**src/rtl/sub_serial.sv**
```systemverilog
// Bit-serial signed subtractor: S = X - Y computed LSB first as X + ~Y + 1,
// one bit per clock, using a single carry flop and an IDLE/BUSY/DONE FSM.
module sub_serial #(
    parameter int n = 4
) (
    input  logic         clk,
    input  logic         rst_n,
    input  logic         start,
    input  logic [n-1:0] X,
    input  logic [n-1:0] Y,
    output logic [n:0]   S,
    output logic         busy,
    output logic         done
);

    localparam int CW = $clog2(n + 2);
    localparam logic [CW-1:0] LAST_BIT = CW'(n);

    typedef enum logic [1:0] {
        IDLE = 2'b00,
        BUSY = 2'b01,
        DONE = 2'b10
    } state_t;

    state_t         state_q, state_d;
    logic [n:0]     x_q, x_d;
    logic [n:0]     y_q, y_d;
    logic [n:0]     res_q, res_d;
    logic [n:0]     s_q, s_d;
    logic           carry_q, carry_d;
    logic [CW-1:0]  cnt_q, cnt_d;
    logic           busy_q, busy_d;
    logic           done_q, done_d;
    logic           sum_bit_s;
    logic           carry_out_s;

    // Next-state, datapath and registered-output computation
    always_comb begin
        state_d     = state_q;
        x_d         = x_q;
        y_d         = y_q;
        res_d       = res_q;
        s_d         = s_q;
        carry_d     = carry_q;
        cnt_d       = cnt_q;
        sum_bit_s   = x_q[0] ^ ~y_q[0] ^ carry_q;
        carry_out_s = (x_q[0] & ~y_q[0]) | (x_q[0] & carry_q) | (~y_q[0] & carry_q);

        case (state_q)
            IDLE: begin
                if (start) begin
                    x_d     = {X[n-1], X};
                    y_d     = {Y[n-1], Y};
                    res_d   = '0;
                    carry_d = 1'b1;
                    cnt_d   = '0;
                    state_d = BUSY;
                end else begin
                    state_d = IDLE;
                end
            end
            BUSY: begin
                // Operands shift right so bit 0 is always the current bit
                res_d   = {sum_bit_s, res_q[n:1]};
                x_d     = {1'b0, x_q[n:1]};
                y_d     = {1'b0, y_q[n:1]};
                carry_d = carry_out_s;
                cnt_d   = cnt_q + CW'(1);
                if (cnt_q == LAST_BIT) begin
                    s_d     = {sum_bit_s, res_q[n:1]};
                    state_d = DONE;
                end else begin
                    state_d = BUSY;
                end
            end
            DONE: begin
                state_d = IDLE;
            end
            default: begin
                state_d = IDLE;
            end
        endcase

        busy_d = (state_d == BUSY);
        done_d = (state_d == DONE);
    end

    // State and datapath registers with asynchronous clear
    always_ff @(posedge clk or negedge rst_n) begin
        if (!rst_n) begin
            state_q <= IDLE;
            x_q     <= '0;
            y_q     <= '0;
            res_q   <= '0;
            s_q     <= '0;
            carry_q <= 1'b0;
            cnt_q   <= '0;
            busy_q  <= 1'b0;
            done_q  <= 1'b0;
        end else begin
            state_q <= state_d;
            x_q     <= x_d;
            y_q     <= y_d;
            res_q   <= res_d;
            s_q     <= s_d;
            carry_q <= carry_d;
            cnt_q   <= cnt_d;
            busy_q  <= busy_d;
            done_q  <= done_d;
        end
    end

    assign S    = s_q;
    assign busy = busy_q;
    assign done = done_q;

endmodule
```
**config.mk**
```make
export PLATFORM = sky130hd
export DESIGN_NAME = sub_serial
export DESIGN_NICKNAME = d
export VERILOG_FILES = /design/src/rtl/sub_serial.sv
export SDC_FILE = /design/constraint.sdc
export NUM_CORES = 1
export LEC_CHECK = 0
export BUFFER_PORTS_ARGS = -buffer_cell sky130_fd_sc_hd__buf_2
export CAP_MARGIN = 30
export CORE_UTILIZATION = 54
export DETAILED_ROUTE_END_ITERATION = 7
export GPL_ROUTABILITY_DRIVEN = 1
export PLACE_DENSITY_LB_ADDON = 0.3
export SLEW_MARGIN = 20
export SYNTH_ARGS = -nofsm -noshare
export SYNTH_HDL_FRONTEND = slang
export SYNTH_SLANG_ARGS = --single-unit
```
**constraint.sdc**
```tcl
create_clock -name clk -period 1.6 [get_ports clk]
set_input_delay 0.16 -clock clk [delete_from_list [all_inputs] [get_ports clk]]
set_output_delay 0.16 -clock clk [all_outputs]
set_load 0.01 [all_outputs]
```
# After elaboration in Yosys (flattened, before gate mapping)
# Index checks and enable logic that the tools add are counted.
# totals
reg_bits,28
inputBits,11
out_inout_bits,7
# op_classes
addsub,1
eq_ne,5
mux,13
n_bitwise,8
n_reduce_logical,4
# op_table
operator,n
case mux 5 bit (2 select lines),3
2-to-1 mux 5 bit,3
case mux 3 bit (2 select lines),1
== test 2 x 1 -> 1 bit (second input constant),2
case mux 2 bit (2 select lines),1
AND reduction 2 bit,2
adder 3 x 1 -> 3 bit (second input constant),1
bitwise AND 1 bit,3
== test 3 bit (second input constant),1
2-to-1 mux 3 bit,1
== test 2 bit (second input constant),1
zero test 2 bit,1
2-to-1 mux 1 bit,2
2-to-1 mux 2 bit,1
inequality test 2 bit (second input constant),1
bitwise OR 1 bit,2
case mux 1 bit (2 select lines),1
nonzero test 2 bit,1
bitwise XOR 1 bit,2
NOT 1 bit,1

# Depth between registers and ports, before layout
# logic_depth
depth_word,5
depth_mapped,5

# Least setup slack after synthesis
# Ideal clock, no wire load.
# synth_timing
path_type,register -> register
start,reg cnt_q[0]
end,reg s_q[0] (netlist: S[0])
setup_time_ns,0.125
arrival_time_ns,1.098
t_required_ns,1.475
setup_slack_ns,0.378
stages_incl_launch_ff,5
synth_period_minus_slack_ns,1.222
path_cell_list,dfrtp_1 > inv_1 > ha_1 > nand4b_4 > mux2_2
# synth_via
elab_chain_cells,2
# synth_lines
element,line,rtl
from (decl),31,"logic [CW-1:0] cnt_q, cnt_d;"
from (signal assigned),107,cnt_q <= cnt_d;
== test 3 bit,69,if (cnt_q == LAST_BIT) begin
AND reduction 2 bit (no line),-,
to (signal assigned),95,s_q <= '0;
to (signal assigned),105,s_q <= s_d;
to (decl),29,"logic [n:0] s_q, s_d;"
# Every way passes these cells.
# A chain may end at the register's enable or synchronous reset.

# Final worst setup path
# Ends and elaborated chain as after synthesis.

==> results summary <==
The run finished with clean final reports. The overall fraction of global-route tracks in use came out at approximately a fifth. The clock tree from TritonCTS is done.

Setup violations remaining at the end of the flow were counted as 0. STA classifies the critical path endpoint as a register. Excluding fillers, the count of instances in the completed layout stands at 142. The worst setup timing slack at the placement stage came out at 0.258 ns. In this run the worst hold path is classified as primary input to register. The worst endpoint required time came out at ~1.8 ns. The post-detailed-routing wire length is between 1500 and 2000 µm. The design draws approximately 2.5 mW. Synthesis produced a netlist whose cell count is 94. The antenna diode instance count is 0.

The global-route congestion overflow total is 0. The final setup TNS is 0 ns. In the final design database the tool counted 130 nets.

The number of buffers inserted to repair setup after CTS is 0. The wire length of the first global-routing pass came out at between 3000 and 4000 µm. The biggest area contributor in the post-synthesis netlist is dfrtp_1. The power density over cell area came out at 1910 nW/µm². The area growth from synthesis to layout is 13.3%. Summed over all nets, the switching power comes to 0.912 mW.

The per-instance average area after synthesis is around 12 µm². The pin count of the biggest net entering global routing came out at 28. The final number of hold-violating endpoints came to 0. The cell-internal power came out at 1.54 mW. The signal arrival time at the worst endpoint came out at between 1.5 and 2 ns.

The total of warnings raised by yosys came out at 0. Of the post-synthesis cell area, the dominant cell type holds 59.5%. The initial antenna violation count is 0. Derived from the worst setup path, the maximum achievable clock frequency is between 700 and 800 MHz.

The worst setup path is launched from a register. Summing the sequential cell areas from Yosys gives 59.5% of the chip area. In the post-synthesis netlist, the biggest area contributors are dfrtp_1 (59%), o22ai_1 (6.6%), mux2_2 (4.0%). The number of buffer cells added on primary ports is 17.

The number of rows created at floorplan is 16. Summing over every cut layer, the via total after detailed routing is about 790. Per report_power, the sequential group accounts for 49.0% of the total. The floorplan die height is approximately 48 µm. The family of cells with the greatest summed delay on the critical path is flip-flops. The synthesized design contains 0 enable-type register cells. The proportion of power drawn by the clock network came out at approximately an eighth.

Setup repair after global routing left no endpoint under its margin. The number of buffers and inverters on the critical path came out at 1. The core area is roughly 2000 µm². The post-route netlist has roughly 24% of its cells at a drive strength greater than 1. Counting along the longest clock path gives a buffer depth of 2. The number of global-route vias before repair was 721. Detailed placement ended at an HPWL of around 1400 µm. The violation count after the first detailed-route iteration came out at 7. The latest clock arrival within the worst-skew pair is ~0.33 ns. The number of design rule violations left after detail routing is 0. The worst-path maximum fanout came out at 8. The number of levels the H-tree was split into came out at 1. The most common cell in the synthesized netlist is dfrtp_1. The TritonCTS buffer count came out at 3. In the synthesized netlist, the cells that appear most often are dfrtp_1 (27), o22ai_1 (12), inv_1 (8). The global placement routability congestion is roughly 0.74. The tool flagged a number of max-cap violations equal to 0. The number of iterations in the first detailed-routing pass came out at 4.

The mean routed wirelength per cell is 13.8 µm. The delay of the slowest critical-path stage came out at about 0.43 ns. The pin slew with the least headroom to its limit came out at 0.572 ns.

The worst path uses a little over four fifths of the clock period. The cell total after placement came out at 137. The worst clock skew is between 0.01 and 0.015 ns.

The net count after synthesis is roughly 110. The critical path goes through inv_1, ha_1, nand4b_4, mux2_2. In this run the cell area of the synthesized design comes to ~1100 µm². Per report_power, the combinational group accounts for between 30% and 40% of the total. The largest individual stage delay along the critical path comes from the cell dfrtp_1. Clock tree synthesis selected as its root buffer the cell clkbuf_4. The initial cell density of the core is around 58%. The count of filler cells inserted in the layout came out at between 150 and 200.

The area taken by flip-flops and latches is 676 µm². The post-CTS clock slew at the launch and capture registers of the worst setup and hold paths is between 0.1 and 0.15 ns. The fraction of synthesis flops using an asynchronous set or reset pin is 100%.

The number of clock sinks came out at 27. Synthesis instantiated 21 different standard cells from the library. The die outline width came out at 47.9 µm.

The routed via count divided by cell count came out at 5.55. The remaining antenna violation count is 0. The synthesized design contains 27 register bits. The reported leakage power is 0.628 nW. The time the worst path needs with I/O delays and setup came out at 1.34 ns. During I/O placement, the number of pins put on the boundary was 18. The die covers between 2000 and 2500 µm².

The max-slew violation count is 0. Among all flip-flop cells after synthesis, the most frequent one is dfrtp_1. IR analysis of the VDD net gives a maximum drop of 1150 µV. The critical path is of the register to register type. The relative slew slack came out at roughly three fifths. The final worst slack came out at 0.257 ns. The multi-input gate area in the final layout came out at ~410 µm². The switching share of power came out at between 30% and 40%.
## cell type report
cell class / count / area share, %
multi-input combinational: 56 / 32.0
clock buffer: 3 / 1.75
clock inverter: 1 / 0.583
tap: 27 / 2.62
timing repair buffer: 19 / 7.97
inverter: 9 / 2.62
sequential: 27 / 52.5
## logic make-up (layout without fill, tap and decap cells)
kind of cell | after synthesis | after routing | share of synthesized area, %
buffers and inverters | 11 | 32 | 4.29
AND/OR/NAND/NOR | 14 | 14 | 7.71
flip-flops | 27 | 27 | 59.5
multiplexers | 4 | 4 | 3.96
AO/OA/AOI/OAI | 35 | 35 | 20.6
adder cells (fa/ha/maj) | 3 | 3 | 3.96
## flip-flops by register name (all words and copies together), names as in the netlist
name and count:
S 5, busy 1, done 1, x_q 5, res_q 4, cnt_q 3, y_q 5, carry_q 1
state_q 2
## layer usage
metal	up-vias	global-route usage, %	share of wire (%)
met2	15	34.3	49
met1	388	26.7	47
met3	2	3.40	2.8
li1	383	-	-
met5	-	0	0
met4	0	5.00	0.97
## final timing paths
check | slack, ns | endpoint | cells after the start | startpoint
max in group asynchronous | 0.88 | cnt_q[0] | 2 | rst_n
min in group asynchronous | 0.34 | y_q[3] | 2 | rst_n
worst min-delay path | 0.08 | x_q[4] | 2 | X[3]
worst min register to register | 0.50 | S[4] | 2 | S[4]
worst max-delay path | 0.26 | S[0] | 4 | cnt_q[0]
worst max register to register | 0.26 | S[0] | 4 | cnt_q[0]
## through the flow
step / hold slack, ns / area [µm²] / utilization [%]
global route: 0.0728 / 1290 / 65.6
CTS: 0.0702 / 1290 / 65.6
global placement: 0.189 / 1250 / 63.6
detailed placement: 0.190 / 1250 / 63.6
finish: 0.0765 / 1290 / 65.6
floorplan: -0.136 / 1140 / -
## repair_timing
| action | in CTS | in global routing |
|---|---|---|
| hold endpoints to repair | 27 | 0 |
| gates resized for setup | 0 | 0 |
| setup endpoints to repair | 0 | 0 |
| hold buffers | 1 | 0 |
## worst register-to-register path: cells and delay by family, from the launching register on
kind | cells | cell delay [ns]
muxes | 1 | 0.31
and+or+nand+nor | 1 | 0.19
DFF | 1 | 0.43
buffers and inverters | 1 | 0.07
adders and majority gates | 1 | 0.24
## power groups by stage
stage          Clock, mW  Combinational, mW  Sequential, mW
2_1_floorplan          0              0.730            1.18
3_3_place_gp           0              0.930            1.20
3_5_place_dp           0              0.963            1.22
4_1_cts            0.306              0.968            1.20
5_1_grt            0.334               1.11            1.25
6_report           0.296              0.957            1.20
## cell usage in the layout (no fill, tap or decap)
master         count
a21oi_1            5
a22o_1             5
a22oi_1            2
a2bb2oi_1          3
a31oi_1            2
and2b_1            1
buf_2             17
buf_4              1
clkbuf_4           3
clkinv_1           1
clkinvlp_4         1
dfrtp_1           27
dlygate4sd3_1      1
fa_1               1
ha_1               2
inv_1              8
mux2_2             4
nand2_1            5
nand2b_1           3
nand4b_4           1
nor2_1             3
nor3b_1            1
o21ai_0            5
o21bai_2           1
o22ai_1           12
(Power assumes the default switching activity.)
